--- config.mk ---
export PLATFORM = sky130hd
export DESIGN_NAME = btn_event_flat
export DESIGN_NICKNAME = d
export VERILOG_FILES = /design/src/rtl/btn_event_pkg.sv /design/src/rtl/btn_event_if.sv /design/src/rtl/btn_event_timer.sv /design/src/rtl/btn_event.sv /design/src/flat_wrapper.sv
export SDC_FILE = /design/constraint.sdc
export NUM_CORES = 1
export LEC_CHECK = 0
export CAP_MARGIN = 20
export CORE_MARGIN = 2
export CORE_UTILIZATION = 66
export CTS_BUF_LIST = sky130_fd_sc_hd__clkbuf_4
export CTS_CLUSTER_DIAMETER = 100
export DETAILED_ROUTE_END_ITERATION = 8
export PLACE_DENSITY = 0.91
export SYNTH_ARGS = -nofsm -noshare
export SYNTH_HDL_FRONTEND = slang
export SYNTH_SLANG_ARGS = --single-unit
--- constraint.sdc ---
create_clock -name clk -period 6.1 [get_ports clk]
set_clock_uncertainty 0.2 [all_clocks]
set_input_delay 0.61 -clock clk [delete_from_list [all_inputs] [get_ports clk]]
set_output_delay 0.61 -clock clk [all_outputs]
set_load 0.005 [all_outputs]
--- src/rtl/btn_event_pkg.sv ---
// ============================================================================
//  Module   : btn_event_pkg
//  Purpose  : Shared types and default constants for the button event
//             detector: FSM state encoding and default timing values.
//  Ports    : none (package)
//  Revision : 1.0 - initial release
// ============================================================================
`default_nettype none

package btn_event_pkg;

    // Button FSM states
    typedef enum logic [1:0] {
        ST_IDLE    = 2'd0,
        ST_PRESSED = 2'd1,
        ST_LONG    = 2'd2
    } state_t;

    // Defaults for a 25 MHz clock: 1 s long-press, 200 ms auto-repeat
    localparam int DEF_LONG_CYCLES   = 25_000_000;
    localparam int DEF_REPEAT_CYCLES = 5_000_000;
    localparam int DEF_CNT_W         = 25;

endpackage : btn_event_pkg

`default_nettype wire

--- src/rtl/btn_event_if.sv ---
// ============================================================================
//  Module   : btn_event_if
//  Purpose  : Groups the button input level and the event outputs of the
//             button event detector.
//  Signals  : btn_level     - debounced, clk-synchronous level, 1 = pressed
//             press_pulse   - one-cycle strobe on press
//             release_pulse - one-cycle strobe on release
//             long_pulse    - one-cycle strobe when hold reaches long time
//             repeat_pulse  - one-cycle strobe on each auto-repeat period
//             held          - level, 1 while the button FSM is not idle
//  Modports : master - drives btn_level, observes events
//             slave  - the detector: samples btn_level, drives events
//  Revision : 1.0 - initial release
// ============================================================================
`default_nettype none

interface btn_event_if;

    logic btn_level;
    logic press_pulse;
    logic release_pulse;
    logic long_pulse;
    logic repeat_pulse;
    logic held;

    modport master (
        output btn_level,
        input  press_pulse,
        input  release_pulse,
        input  long_pulse,
        input  repeat_pulse,
        input  held
    );

    modport slave (
        input  btn_level,
        output press_pulse,
        output release_pulse,
        output long_pulse,
        output repeat_pulse,
        output held
    );

endinterface : btn_event_if

`default_nettype wire

--- src/rtl/btn_event_timer.sv ---
// ============================================================================
//  Module   : btn_event_timer
//  Purpose  : Hold/repeat counter with synchronous clear, count enable and a
//             terminal-count compare against a runtime-selected value.
//  Ports    : clk      - system clock, rising edge
//             reset    - synchronous, active-high reset
//             clear    - zero the counter (has priority over enable)
//             enable   - increment the counter by one
//             term_val - terminal value compared against the current count
//             tc       - 1 while count equals term_val
//  Revision : 1.0 - initial release
// ============================================================================
`default_nettype none

module btn_event_timer #(
    parameter int CNT_W = 25
) (
    input  wire logic             clk,
    input  wire logic             reset,
    input  wire logic             clear,
    input  wire logic             enable,
    input  wire logic [CNT_W-1:0] term_val,
    output logic                  tc
);

    logic [CNT_W-1:0] count_q;
    logic [CNT_W-1:0] count_d;

    always_comb begin
        count_d = count_q;
        if (clear) begin
            count_d = '0;
        end else if (enable) begin
            count_d = count_q + CNT_W'(1);
        end
    end

    always_ff @(posedge clk) begin
        if (reset) begin
            count_q <= '0;
        end else begin
            count_q <= count_d;
        end
    end

    // The owning FSM clears on every terminal count, so the counter never
    // reaches the wrap point for any legal terminal value.
    assign tc = (count_q == term_val);

endmodule : btn_event_timer

`default_nettype wire

--- src/rtl/btn_event.sv ---
// ============================================================================
//  Module   : btn_event
//  Purpose  : Turns a debounced button level into press, release, long-press
//             and auto-repeat strobes plus a registered "held" level.
//  Ports    : clk   - system clock, rising edge
//             reset - synchronous, active-high reset
//             bus   - btn_event_if.slave (btn_level in; press_pulse,
//                     release_pulse, long_pulse, repeat_pulse, held out)
//  Params   : LONG_CYCLES   - hold cycles from press to long_pulse
//             REPEAT_CYCLES - cycles between repeat_pulse strobes
//             CNT_W         - width of the shared hold/repeat counter
//  Config   : BTN_EVENT_REPEAT_EN - when defined, LONG emits repeat_pulse
//             every REPEAT_CYCLES; when undefined, repeat_pulse stays 0 and
//             the counter is parked at 0 in LONG.
//  Revision : 1.0 - initial release
// ============================================================================
`default_nettype none

module btn_event
    import btn_event_pkg::*;
#(
    parameter int LONG_CYCLES   = DEF_LONG_CYCLES,
    parameter int REPEAT_CYCLES = DEF_REPEAT_CYCLES,
    parameter int CNT_W         = DEF_CNT_W
) (
    input  wire logic  clk,
    input  wire logic  reset,
    btn_event_if.slave bus
);

`ifdef BTN_EVENT_REPEAT_EN
    localparam bit REPEAT_EN = 1'b1;
`else
    localparam bit REPEAT_EN = 1'b0;
`endif

    localparam logic [CNT_W-1:0] LONG_TERM   = CNT_W'(LONG_CYCLES - 1);
    localparam logic [CNT_W-1:0] REPEAT_TERM = CNT_W'(REPEAT_CYCLES - 1);

    state_t state_q;
    state_t state_d;

    logic press_q,   press_d;
    logic release_q, release_d;
    logic long_q,    long_d;
    logic repeat_q,  repeat_d;
    logic held_q,    held_d;

    logic             w_tc;
    logic             w_clear;
    logic             w_enable;
    logic [CNT_W-1:0] w_term;

    // One counter serves both phases; the compare value follows the state.
    assign w_term = (state_q == ST_LONG) ? REPEAT_TERM : LONG_TERM;

    btn_event_timer #(
        .CNT_W    (CNT_W)
    ) u_timer (
        .clk      (clk),
        .reset    (reset),
        .clear    (w_clear),
        .enable   (w_enable),
        .term_val (w_term),
        .tc       (w_tc)
    );

    // ------------------------------------------------------------------
    // State register (outputs registered alongside)
    // ------------------------------------------------------------------
    always_ff @(posedge clk) begin
        if (reset) begin
            state_q   <= ST_IDLE;
            press_q   <= 1'b0;
            release_q <= 1'b0;
            long_q    <= 1'b0;
            repeat_q  <= 1'b0;
            held_q    <= 1'b0;
        end else begin
            state_q   <= state_d;
            press_q   <= press_d;
            release_q <= release_d;
            long_q    <= long_d;
            repeat_q  <= repeat_d;
            held_q    <= held_d;
        end
    end

    // ------------------------------------------------------------------
    // Next-state logic; release is tested before terminal count so that a
    // simultaneous release suppresses the long transition.
    // ------------------------------------------------------------------
    always_comb begin
        state_d = state_q;
        case (state_q)
            ST_IDLE: begin
                if (bus.btn_level) begin
                    state_d = ST_PRESSED;
                end
            end
            ST_PRESSED: begin
                if (!bus.btn_level) begin
                    state_d = ST_IDLE;
                end else if (w_tc) begin
                    state_d = ST_LONG;
                end
            end
            ST_LONG: begin
                if (!bus.btn_level) begin
                    state_d = ST_IDLE;
                end
            end
            default: begin
                state_d = ST_IDLE;
            end
        endcase
    end

    // ------------------------------------------------------------------
    // Output / timer-control logic. The strobe conditions are mutually
    // exclusive by construction (disjoint state/btn_level combinations).
    // ------------------------------------------------------------------
    always_comb begin
        press_d   = (state_q == ST_IDLE) && bus.btn_level;
        release_d = (state_q != ST_IDLE) && !bus.btn_level;
        long_d    = (state_q == ST_PRESSED) && bus.btn_level && w_tc;
        repeat_d  = REPEAT_EN && (state_q == ST_LONG) && bus.btn_level && w_tc;
        held_d    = (state_d != ST_IDLE);

        w_clear   = (state_d != state_q) || repeat_d;
        w_enable  = ((state_q == ST_PRESSED) && bus.btn_level)
                  || (REPEAT_EN && (state_q == ST_LONG));
    end

    assign bus.press_pulse   = press_q;
    assign bus.release_pulse = release_q;
    assign bus.long_pulse    = long_q;
    assign bus.repeat_pulse  = repeat_q;
    assign bus.held          = held_q;

endmodule : btn_event

`default_nettype wire

--- src/flat_wrapper.sv ---
// flat-port wrapper written by rule: the top's interface ports become plain ports
module btn_event_flat import btn_event_pkg::*;
#(
    parameter int LONG_CYCLES   = DEF_LONG_CYCLES,
    parameter int REPEAT_CYCLES = DEF_REPEAT_CYCLES,
    parameter int CNT_W         = DEF_CNT_W
)
  (clk, reset, bus_btn_level, bus_press_pulse, bus_release_pulse, bus_long_pulse, bus_repeat_pulse, bus_held);
  btn_event_if bus_i ();
  input  wire logic clk;
  input  wire logic reset;
  input wire logic [$bits(bus_i.btn_level)-1:0] bus_btn_level;
  output wire logic [$bits(bus_i.press_pulse)-1:0] bus_press_pulse;
  output wire logic [$bits(bus_i.release_pulse)-1:0] bus_release_pulse;
  output wire logic [$bits(bus_i.long_pulse)-1:0] bus_long_pulse;
  output wire logic [$bits(bus_i.repeat_pulse)-1:0] bus_repeat_pulse;
  output wire logic [$bits(bus_i.held)-1:0] bus_held;
  assign bus_i.btn_level = bus_btn_level;
  assign bus_press_pulse = bus_i.press_pulse;
  assign bus_release_pulse = bus_i.release_pulse;
  assign bus_long_pulse = bus_i.long_pulse;
  assign bus_repeat_pulse = bus_i.repeat_pulse;
  assign bus_held = bus_i.held;
  btn_event #(.LONG_CYCLES(LONG_CYCLES), .REPEAT_CYCLES(REPEAT_CYCLES), .CNT_W(CNT_W)) u_core (.clk(clk), .reset(reset), .bus(bus_i));
endmodule
Word-level counts from Yosys, hierarchy flattened
Cells that the tools add are included.
W data, S select, Z words.
{"block": "totals", "reg_bits": 31, "inputBits": 3, "elab_cells": 26}
{"block": "classes", "n_addsub": 1, "n_eq_ne": 4, "muxes": 6, "reduce_logical": 9}
{"op": "$add A25 B1 Y25 const B", "n": 1}
{"op": "$eq A25 B25 Y1", "n": 1}
{"op": "$mux W25", "n": 1}
{"op": "$mux W2", "n": 4}
{"op": "$pmux W2 S3", "n": 1}
{"op": "$logic_and A1 B1 Y1", "n": 4}
{"op": "$reduce_bool A2 Y1", "n": 2}
{"op": "$eq A2 B1 Y1 const B", "n": 1}
{"op": "$eq A2 B2 Y1 const B", "n": 1}
{"op": "$logic_not A2 Y1", "n": 1}
{"op": "$ne A2 B2 Y1", "n": 1}
{"op": "$reduce_or A2 Y1", "n": 1}
{"op": "$logic_not A1 Y1", "n": 1}

Depth between registers and ports, before layout
Gate-level depths: netlist of run 1.
{"block": "depth", "word_depth": 8, "mapped_depth": 7}

Modules after synthesis
A second synthesis of run 1 with hierarchy kept.
{"block": "unflattened", "hier_cells": 191, "area_unflattened_um2": 1661.6}
{"module": "btn_event_timer", "n_inst": 1, "cells_per_inst": 163, "area_each_um2": 1405.1, "seq_area_each_um2": 500.5}
{"module": "btn_event", "n_inst": 1, "cells_per_inst": 28, "area_each_um2": 256.5, "seq_area_each_um2": 120.1}

Worst setup path after synthesis of run 1
Ideal clock, no wire load.
{"block": "synth_path", "path_kind": "in2reg", "startpoint": "in bus_btn_level", "endpoint": "reg u_core.u_timer.count_q[21]", "setup_time_ns": 0.079, "arrival_ns": 1.805, "required_ns": 5.821, "path_slack_ns": 4.016, "stages": 6, "n_path_buf": 2, "path_cell_list": "nand3b_4 -> or2_2 -> clkbuf_1 -> buf_2 -> or4_1 -> a22oi_1"}
{"block": "synth_via", "elab_chain_cells": 4, "elab_cells_between_ends": 7, "classes_between": "eq/ne: 1; mux: 4; reduce/logical: 2"}
{"element": "start: declaration", "line": "flat_wrapper.sv:12", "source": "input wire logic [$bits(bus_i.btn_level)-1:0] bus_btn_level;"}
{"element": "$mux W2 (on tied branches)", "line": "btn_event.sv:109, btn_event.sv:97, btn_event.sv:102"}
{"element": "$pmux W2 S3", "line": "btn_event.sv:95", "source": "case (state_q)"}
{"element": "$ne A2 B2 Y1", "line": "btn_event.sv:130", "source": "w_clear = (state_d != state_q) || repeat_d;"}
{"element": "$reduce_or A2 Y1 (no source line)"}
{"element": "end signal: assignment", "line": "btn_event_timer.sv:42", "source": "count_q <= count_d;"}
{"element": "end: declaration", "line": "btn_event_timer.sv:26", "source": "logic [CNT_W-1:0] count_q;"}
Several ways; a longest one is shown, not always the timed one.
A chain may end at the register's enable or synchronous reset.

Worst setup path in the final report of run 1
{"block": "layout_path", "startpoint": "reg u_core.u_timer.count_q[23]", "endpoint": "reg u_core.u_timer.count_q[11]"}
{"block": "layout_via", "elab_chain_cells": 6}
{"element": "$eq A25 B25 Y1", "line": "btn_event_timer.sv:48", "source": "assign tc = (count_q == term_val);"}
{"element": "$mux W2", "line": "btn_event.sv:104", "source": "end else if (w_tc) begin"}
{"element": "$mux W2", "line": "btn_event.sv:102", "source": "if (!bus.btn_level) begin"}
{"element": "$pmux W2 S3", "line": "btn_event.sv:95"}
{"element": "$ne A2 B2 Y1", "line": "btn_event.sv:130"}
{"element": "$reduce_or A2 Y1 (no source line)"}
No other way between the ends.

==> impl_metrics.json, run 1 <==
{
  "run_status": "finished clean",
  "hold_ws_ns": 0.292,
  "final-setup-viol-count": 0,
  "die_area_sq_um": 2900,
  "grt_overflow_total": 0,
  "routed_wirelength_microns": 3620,
  "async_s_r_ff_share_synth": 0,
  "drt_drc_violations_left": 0,
  "multi_input_comb_area_sq_um": 920,
  "cts_hold_buf": 0,
  "critPathBufInv": 0,
  "maximum_vdd_drop_mv": 0.190,
  "crit_path_start_kind": "flop",
  "clock_latency_ns": 0.34,
  "clock_tree_root": "clkbuf_4",
  "p_sw_frac": 0.234,
  "r2r_setup_slack_ns": 3.44,
  "rsz0062_at_grt": "no",
  "final_max_slew_viol_count": 0,
  "drt-pass1-iter-count": 4,
  "syn-cell-area_sq_um": 1640,
  "layout_commonest_cell": "dfxtp_1",
  "achievable-frequency_mhz": 376,
  "commonest_cells_after_routing_fill_and_taps_aside": "dfxtp_1 (31), or4_1 (16), nand2_1 (13), o31ai_1 (13), a22oi_1 (13)",
  "dp_hpwl_microns": 2410,
  "residual_antenna_violating_net_count_after_detailed_routing": 0,
  "tightestPinTransition_ns": 0.877,
  "hold_path_class": "reg2reg",
  "grt_first_pass_wirelength_microns": 5760,
  "cpLargestDelayFamily": "compound AO/OA/AOI/OAI gates",
  "timing.final.crit_share": 0.436,
  "dominant_combinational_cell_family_by_area_after_synthesis": "simple AND/OR/NAND/NOR gates",
  "ioPinCount": 8,
  "p_int_w": 0.000263,
  "yosys.area_share.adder": 0.00762,
  "syn_area_per_cell_sq_um": 8.73,
  "ys_seq_area_frac": 0.378,
  "drv.max_cap_violation_count": 0,
  "synth_edf_count": 0,
  "crit_fanout": 25,
  "power.density_cell_area_nw_per_um2": 200,
  "crit_path_max_delay_cell_type": "a21o_1",
  "gpl.final_weighted_congestion": 0.823,
  "worst_ep_required_time_ns": 6.07,
  "final-instance-count-excl-fill": 216,
  "worst_setup_hold_path_clk_slew_ns": 0.09,
  "synthToLayoutAreaGrowth_pct": 4.65,
  "post_cts_buffers": 0,
  "yosysWarningCount": 0,
  "filler_cell_count_in_the_final_layout": 169,
  "power.static_leakage_nw": 0.496,
  "synth_ff_type": "dfxtp_1",
  "sequentialPowerShare": 0.597,
  "placeableCoreArea_sq_um": 2410,
  "power_frac_clock": 0.360,
  "sequential_cell_area_sq_um": 621,
  "die_width_microns": 53.9,
  "syn_inst": 188,
  "drt-initial-drc-count": 69,
  "synth-compound-area-share": 0.201,
  "tns_ns": 0,
  "max-clock-path-buffers": 2,
  "critical-path-max-stage-delay_ns": 0.76,
  "grt_pass1_vias": 1274,
  "post_synth_mux_area_share": 0.00610,
  "switching_power_w": 0.0000805,
  "cp_data_arrival_time_ns": 2.62,
  "synth_seq_cells": 31,
  "slew_headroom": 0.415,
  "post_synth_num_cell_types": 37,
  "timing_hold_violations_final": 0,
  "viasPerCell": 6.77,
  "tritoncts.num_buffers": 5,
  "final.min_clock_period_ns": 2.66,
  "global_route.usage.total": 0.279,
  "htreeDepth": 2,
  "antenna_violations_before_repair": 0,
  "dp_slack_ns": 3.14,
  "drt-wirelength-per-cell_microns": 16.7,
  "worst_path_cell_trace": "or4_1 -> nor3_1 -> a21o_1 -> a22oi_1",
  "pin_count_of_the_biggest_net_entering_global_routing": 26,
  "critical_setup_path_class": "reg2reg",
  "antenna_cells": 0,
  "worst_setup_end_kind": "flop",
  "cts_tree": "done",
  "cell_count_post_placement": 208,
  "dieHeight_microns": 53.9,
  "final_layout_size_suffix_gt1_frac": 0.0968,
  "sink_count_of_the_clock_tree": 31,
  "dr_total_vias": 1463,
  "floorplan.initialDensity": 0.681,
  "final_critical_path_setup_slack_ns": 3.44,
  "final_util": 0.713,
  "yosys.area_share.xor_xnor": 0.0480,
  "synth_nets": 192,
  "final_nets": 189,
  "cts.repair.resized": 0,
  "num_rows": 18,
  "comb_power_share": 0.043,
  "port_buffers": 6,
  "yosys.area_share.simple": 0.295
}
## area by class of cell
class,count,area share
multi-input cells,135,0.535
repair buffers,6,0.0350
clock buffers,7,0.0306
well taps,30,0.0218
clock inverters,1,0.00291
flip-flops and latches,31,0.361
inverters,6,0.0131
## metal layers
layer | share of wire | track usage
met1 | 0.45 | 0.363
met2 | 0.48 | 0.423
met3 | 0.058 | 0.0833
met4 | 0.016 | 0.124
met5 | 0 | 0
## power by group through the flow
stage               Combinational, W  Clock, W  Sequential (W)
detailed placement         0.0000146         0        0.000210
CTS                        0.0000147  0.000126        0.000205
floorplan                  0.0000109         0        0.000209
global route               0.0000161  0.000131        0.000206
global placement           0.0000142         0        0.000210
finish                     0.0000148  0.000124        0.000205
## state kept, by name, indices dropped and copies added (netlist names)
name and cells:
u_core.bus.press_pulse 1, u_core.state_q 2, u_core.bus.release_pulse 1, u_core.u_timer.count_q 25, u_core.bus.held 1, u_core.bus.long_pulse 1
## worst min-delay path: cells and delay by family (launching register included)
family / cells / cell delay [ns]
AO/OA/AOI/OAI: 2 / 0.12
flip-flops: 1 / 0.33
## logic make-up (layout without fill, tap and decap cells)
| family | after synthesis | in the layout |
|---|---|---|
| buffers and inverters | 22 | 20 |
| other | 1 | 1 |
| AND/OR/NAND/NOR | 77 | 77 |
| XOR/XNOR | 9 | 9 |
| multiplexers | 1 | 1 |
| adder cells (fa/ha/maj) | 1 | 1 |
| AO/OA/AOI/OAI | 46 | 46 |
| flip-flops | 31 | 31 |
## per-stage QoR
step           instance area [sq um]  power (W)
2_1_floorplan                   1640   0.000220
3_3_place_gp                    1660   0.000224
3_5_place_dp                    1660   0.000225
4_1_cts                         1720   0.000346
5_1_grt                         1720   0.000353
6_report                        1720   0.000344
## final timing paths
kind                                            from                                      end  depth (start not counted)
min          u_core.u_timer.count_q[22]$_SDFFE_PP0P_  u_core.u_timer.count_q[22]$_SDFFE_PP0P_                          2
max reg2reg  u_core.u_timer.count_q[23]$_SDFFE_PP0P_  u_core.u_timer.count_q[11]$_SDFFE_PP0P_                          4
min reg2reg  u_core.u_timer.count_q[22]$_SDFFE_PP0P_  u_core.u_timer.count_q[22]$_SDFFE_PP0P_                          2
max          u_core.u_timer.count_q[23]$_SDFFE_PP0P_  u_core.u_timer.count_q[11]$_SDFFE_PP0P_                          4
## synthesized netlist by cell type (2+ instances only)
master     n  area [sq um]
dfxtp_1   31           621
or4_1     16           120
a22oi_1   13          97.6
nand2_1   13          48.8
o31ai_1   13          97.6
a21oi_1   11          55.1
nand4_1    9          56.3
clkbuf_1   8          30.0
nand3_1    7          35.0
buf_2      6          30.0
inv_1      6          22.5
xnor2_1    6          52.6
nor3_1     4          20.0
nor4_1     4          25.0
or3_1      4          25.0
a22oi_2    3          37.5
nand2b_1   3          18.8
nor2_1     3          11.3
or2_2      3          18.8
xor2_1     3          26.3
a21o_1     2          15.0
and2_1     2          12.5
o21ai_0    2          10.0
o41ai_1    2          17.5
or4_4      2          22.5
Note: power is estimated with default switching activity, not from simulation.
==> run 2, diff against run 1 <==
Settings changed: CORE_UTILIZATION 66 to 56, PLACE_DENSITY 0.91 to 0.83.
Clock period 6.1 ns to 2.25 ns, I/O delays scaled along.
==> impl_metrics.json, run 2 (same netlist as run 1, synthesis figures left out) <==
{
  "worst_ep_required_time_ns": 2.27,
  "crit_path_start_kind": "flop",
  "largest_register_ffs": 25,
  "dieHeight_microns": 58.1,
  "critical_setup_path_class": "reg2reg",
  "num_rows": 19,
  "synthToLayoutAreaGrowth_pct": 14.4,
  "gpl.final_weighted_congestion": 0.916,
  "slew_headroom": 0.672,
  "final_util": 0.675,
  "worst-r2r-cell-count": 4,
  "largest-register": "u_core.u_timer.count_q",
  "run_status": "finished clean",
  "final_max_slew_viol_count": 0,
  "clock_latency_ns": 0.34,
  "max-clock-path-buffers": 2,
  "antenna_violations_before_repair": 0,
  "final_layout_size_suffix_gt1_frac": 0.164,
  "die_area_sq_um": 3380,
  "power.static_leakage_nw": 0.581,
  "timing.rr.end": "u_core.u_timer.count_q[23]$_SDFFE_PP0P_",
  "setup.worst_path.start": "u_core.u_timer.count_q[6]$_SDFFE_PP0P_",
  "drv.max_cap_violation_count": 0,
  "final_nets": 204,
  "floorplan.initialDensity": 0.590,
  "drt-wirelength-per-cell_microns": 16.6,
  "total_power_w": 0.00104,
  "grt_pass1_vias": 1334,
  "power.density_cell_area_nw_per_um2": 553,
  "drt_drc_violations_left": 0,
  "rsz0062_at_grt": "no",
  "hold_ws_ns": 0.303,
  "tightestPinTransition_ns": 0.488,
  "tritoncts.num_buffers": 5,
  "r2r_setup_slack_ns": 0.06,
  "viasPerCell": 6.85,
  "worst_setup_end_kind": "flop",
  "hold_path_class": "reg2reg",
  "dr_total_vias": 1589,
  "achievable-frequency_mhz": 456,
  "pin_count_of_the_biggest_net_entering_global_routing": 26,
  "cts_tree": "done",
  "port_buffers": 6,
  "r2r-start": "u_core.u_timer.count_q[6]$_SDFFE_PP0P_",
  "clock_tree_root": "clkbuf_4",
  "timing_hold_violations_final": 0,
  "placedInstanceArea_sq_um": 1790,
  "grt_first_pass_wirelength_microns": 6010,
  "worst_setup_hold_path_clk_slew_ns": 0.10,
  "placeableCoreArea_sq_um": 2780,
  "die_width_microns": 58.1,
  "largest_regs": "u_core.u_timer.count_q x25, u_core.state_q x2",
  "residual_antenna_violating_net_count_after_detailed_routing": 0,
  "critical_path.endpoint": "u_core.u_timer.count_q[23]$_SDFFE_PP0P_",
  "commonest_cells_after_routing_fill_and_taps_aside": "dfxtp_1 (30), or4_1 (16), nand2_1 (13), o31ai_1 (13), a22oi_1 (13)",
  "final-setup-viol-count": 0,
  "maximum_vdd_drop_mv": 0.514,
  "drt-pass1-iter-count": 5,
  "grt_overflow_total": 0,
  "timing.final.crit_share": 0.975,
  "crit_fanout": 11,
  "drt-initial-drc-count": 106,
  "sink_count_of_the_clock_tree": 31,
  "ioPinCount": 8,
  "htreeDepth": 2,
  "routed_wirelength_microns": 3850,
  "dp_hpwl_microns": 2530,
  "global_route.usage.total": 0.233,
  "final_design_area_no_fill_sq_um": 1880,
  "cp_data_arrival_time_ns": 2.22,
  "post_cts_buffers": 0,
  "layout_commonest_cell": "dfxtp_1",
  "final.min_clock_period_ns": 2.19,
  "antenna_cells": 0
}
## run 2: cell types whose count changed in the layout (fill, tap and decap cells not counted), sizes merged
cell,before,now
buf,0,14
clkbuf,7,5
or4,18,19
bufinv,0,1
clkinv,1,2
## run 2: final cells by class
type,count,area [sq um]
well taps,31,38.8
inverters,6,22.5
flip-flops and latches,31,622
repair buffers,20,190
clock buffers,5,37.5
clock inverters,3,38.8
fillers,212,903
multi-input cells,136,928
## run 2: what timing repair did
item,CTS,global route
hold buffers,0,0
setup endpoints to repair,0,4
resized for setup,0,1
## run 2: metal layers
metal	routed length [microns]	up-vias	global-route usage	part of all wire
met5	0	-	0	0
met4	88	0	0.0930	0.023
met3	303	13	0.0737	0.079
met2	1800	85	0.362	0.47
met1	1660	743	0.301	0.43
li1	-	748	-	-
## run 2: worst min-delay path by stage
stage | from | to | slack, ns | cells past startpoint
floorplan | reset | u_core.bus.release_pulse$_SDFF_PP0_ | 0.10 | 1
global placement | u_core.u_timer.count_q[24]$_SDFFE_PP0P_ | u_core.u_timer.count_q[24]$_SDFFE_PP0P_ | 0.28 | 2
detailed placement | u_core.u_timer.count_q[22]$_SDFFE_PP0P_ | u_core.u_timer.count_q[22]$_SDFFE_PP0P_ | 0.29 | 2
CTS | u_core.u_timer.count_q[22]$_SDFFE_PP0P_ | u_core.u_timer.count_q[22]$_SDFFE_PP0P_ | 0.30 | 2
global route | reset | u_core.bus.release_pulse$_SDFF_PP0_ | 0.31 | 2
finish | u_core.u_timer.count_q[22]$_SDFFE_PP0P_ | u_core.u_timer.count_q[22]$_SDFFE_PP0P_ | 0.30 | 2
## run 2: per-stage QoR
step	TNS, ns	cells	worst slack [ns]
2_1_floorplan	0	188	0.215
4_1_cts	0	231	0.0610
3_3_place_gp	0	223	0.0131
5_1_grt	0	232	0.0311
6_report	0	232	0.0558
3_5_place_dp	-0.149	223	-0.0606
## run 2: worst max-delay path: stages (launching register included)
cell and delay [ns]:
dfxtp_1 0.44, nand4_2 0.19, or4_2 0.74, o31ai_1 0.39, a22oi_1 0.11
## run 2: where the power goes
part / total (W) / switching, W / internal, W
clock: 0.000429 / 0.000201 / 0.000228
sequential: 0.000556 / 0.00000382 / 0.000552
combinational: 0.0000540 / 0.0000272 / 0.0000268
total: 0.00104 / 0.000232 / 0.000807
==> run 3, diff against run 2 <==
Settings changed: CORE_MARGIN 2 to unset, SLEW_MARGIN set to 20.
==> impl_metrics.json, run 3 (same netlist as run 1, synthesis figures left out) <==
{
  "grt.met1_usage": 0.300,
  "num_rows": 19,
  "slew_headroom": 0.653,
  "gpl.final_weighted_congestion": 0.843,
  "dr_total_vias": 1518,
  "grt_first_pass_wirelength_microns": 6060,
  "grt_overflow_total": 0,
  "routed_wirelength_microns": 3670,
  "cts_hold_buf": 0,
  "achievable-frequency_mhz": 471,
  "final_critical_path_setup_slack_ns": 0.127,
  "hold_path_class": "reg2reg",
  "crit_path_start_kind": "flop",
  "power.static_leakage_nw": 0.572,
  "final_max_slew_viol_count": 0,
  "rsz0062_at_grt": "no",
  "drt-wirelength-per-cell_microns": 15.8,
  "placeableCoreArea_sq_um": 2760,
  "critical_setup_path_class": "reg2reg",
  "tritoncts.num_buffers": 5,
  "largest_regs": "u_core.u_timer.count_q x25, u_core.state_q x2",
  "timing.final.crit_share": 0.943,
  "viasPerCell": 6.54,
  "dp_slack_ns": 0.0177,
  "max-clock-path-buffers": 2,
  "globalRoute.busiestLayer": "met2",
  "final.min_clock_period_ns": 2.12,
  "use_met3": 0.0512,
  "cts_tree": "done",
  "worst_path_cell_trace": "nand2_1 -> or4_4 -> or4_1 -> a22oi_1",
  "largest_register_ffs": 25,
  "crit_fanout": 12,
  "setup.worst_path.start": "u_core.u_timer.count_q[9]$_SDFFE_PP0P_",
  "drv.max_cap_violation_count": 0,
  "run_status": "finished clean",
  "grt_util_met2": 0.401,
  "maximum_vdd_drop_mv": 0.634,
  "worst_setup_hold_path_clk_slew_ns": 0.10,
  "global_route.usage.total": 0.250,
  "final_layout_size_suffix_gt1_frac": 0.164,
  "worstHoldStart": "u_core.u_timer.count_q[22]$_SDFFE_PP0P_",
  "dp_hpwl_microns": 2490,
  "residual_antenna_violating_net_count_after_detailed_routing": 0,
  "final_nets": 204,
  "grt_pass1_vias": 1414,
  "commonest_cells_after_routing_fill_and_taps_aside": "dfxtp_1 (31), or4_1 (16), buf_4 (14)",
  "drt-pass1-iter-count": 4,
  "clock_latency_ns": 0.35,
  "timing_hold_violations_final": 0,
  "port_buffers": 6,
  "die_width_microns": 56.1,
  "worst-r2r-cell-count": 4,
  "dieHeight_microns": 56.1,
  "clock_tree_root": "clkbuf_4",
  "worst_hold_path.num_cells": 2,
  "antenna_cells": 0,
  "final-setup-viol-count": 0,
  "sink_count_of_the_clock_tree": 31,
  "r2r-start": "u_core.u_timer.count_q[9]$_SDFFE_PP0P_",
  "drt-initial-drc-count": 46,
  "die_area_sq_um": 3150,
  "ioPinCount": 8,
  "crit_path_max_delay_cell_type": "or4_4",
  "largest-register": "u_core.u_timer.count_q",
  "drt_drc_violations_left": 0,
  "cp_data_arrival_time_ns": 2.19,
  "synthToLayoutAreaGrowth_pct": 13.1,
  "tightestPinTransition_ns": 0.516,
  "tns_ns": 0,
  "pin_count_of_the_biggest_net_entering_global_routing": 26,
  "htreeDepth": 2,
  "power.density_cell_area_nw_per_um2": 555,
  "critical-path-max-stage-delay_ns": 0.61,
  "layout_commonest_cell": "dfxtp_1",
  "worst_ep_required_time_ns": 2.32,
  "floorplan.initialDensity": 0.595,
  "antenna_violations_before_repair": 0,
  "worst_setup_end_kind": "flop"
}
==> run 3: critical path: cells and delay by family (launching register included) <==
kind            cells  cell delay, ns
simple gates        3            1.27
flops               1            0.42
compound gates      1            0.15
==> run 3: worst paths after layout <==
path | end | slack (ns)
max reg2reg | u_core.u_timer.count_q[21]$_SDFFE_PP0P_ | 0.13
min | u_core.u_timer.count_q[22]$_SDFFE_PP0P_ | 0.31
min reg2reg | u_core.u_timer.count_q[22]$_SDFFE_PP0P_ | 0.31
max | u_core.u_timer.count_q[21]$_SDFFE_PP0P_ | 0.13
==> run 3: final cells by class <==
cell class | instances | area [sq um]
clock buffer | 5 | 37.5
clock inverter | 3 | 38.8
fill | 225 | 901
inverter | 6 | 22.5
multi-input combinational | 136 | 933
sequential | 31 | 621
tap | 31 | 38.8
timing repair buffer | 20 | 165
==> run 3: stage by stage <==
step / instance area, sq um / hold WS, ns / util / cells / power [W]
2_1_floorplan: 1640 / 0.102 / - / 188 / 0.000596
3_3_place_gp: 1770 / 0.274 / 0.641 / 223 / 0.000615
3_5_place_dp: 1770 / 0.289 / 0.641 / 223 / 0.000617
4_1_cts: 1840 / 0.295 / 0.668 / 231 / 0.00104
5_1_grt: 1860 / 0.333 / 0.673 / 232 / 0.00106
6_report: 1860 / 0.309 / 0.673 / 232 / 0.00103
==> run 3: metal layers <==
| metal | vias up | wire (microns) |
|---|---|---|
| li1 | 746 | - |
| met1 | 721 | 1630 |
| met5 | - | 0 |
| met3 | 12 | 126 |
| met2 | 39 | 1800 |
| met4 | 0 | 112 |
==> run 3: timing repair <==
| item | 4_1_cts | 5_1_grt |
|---|---|---|
| setup buffers | 0 | 0 |
| endpoints found under the setup margin | 0 | 6 |
| resized for setup | 0 | 1 |
==> run 3: where the power goes <==
group	switching, W	internal, W
Combinational	0.0000271	0.0000227
Sequential	0.00000245	0.000552
Clock	0.000198	0.000228
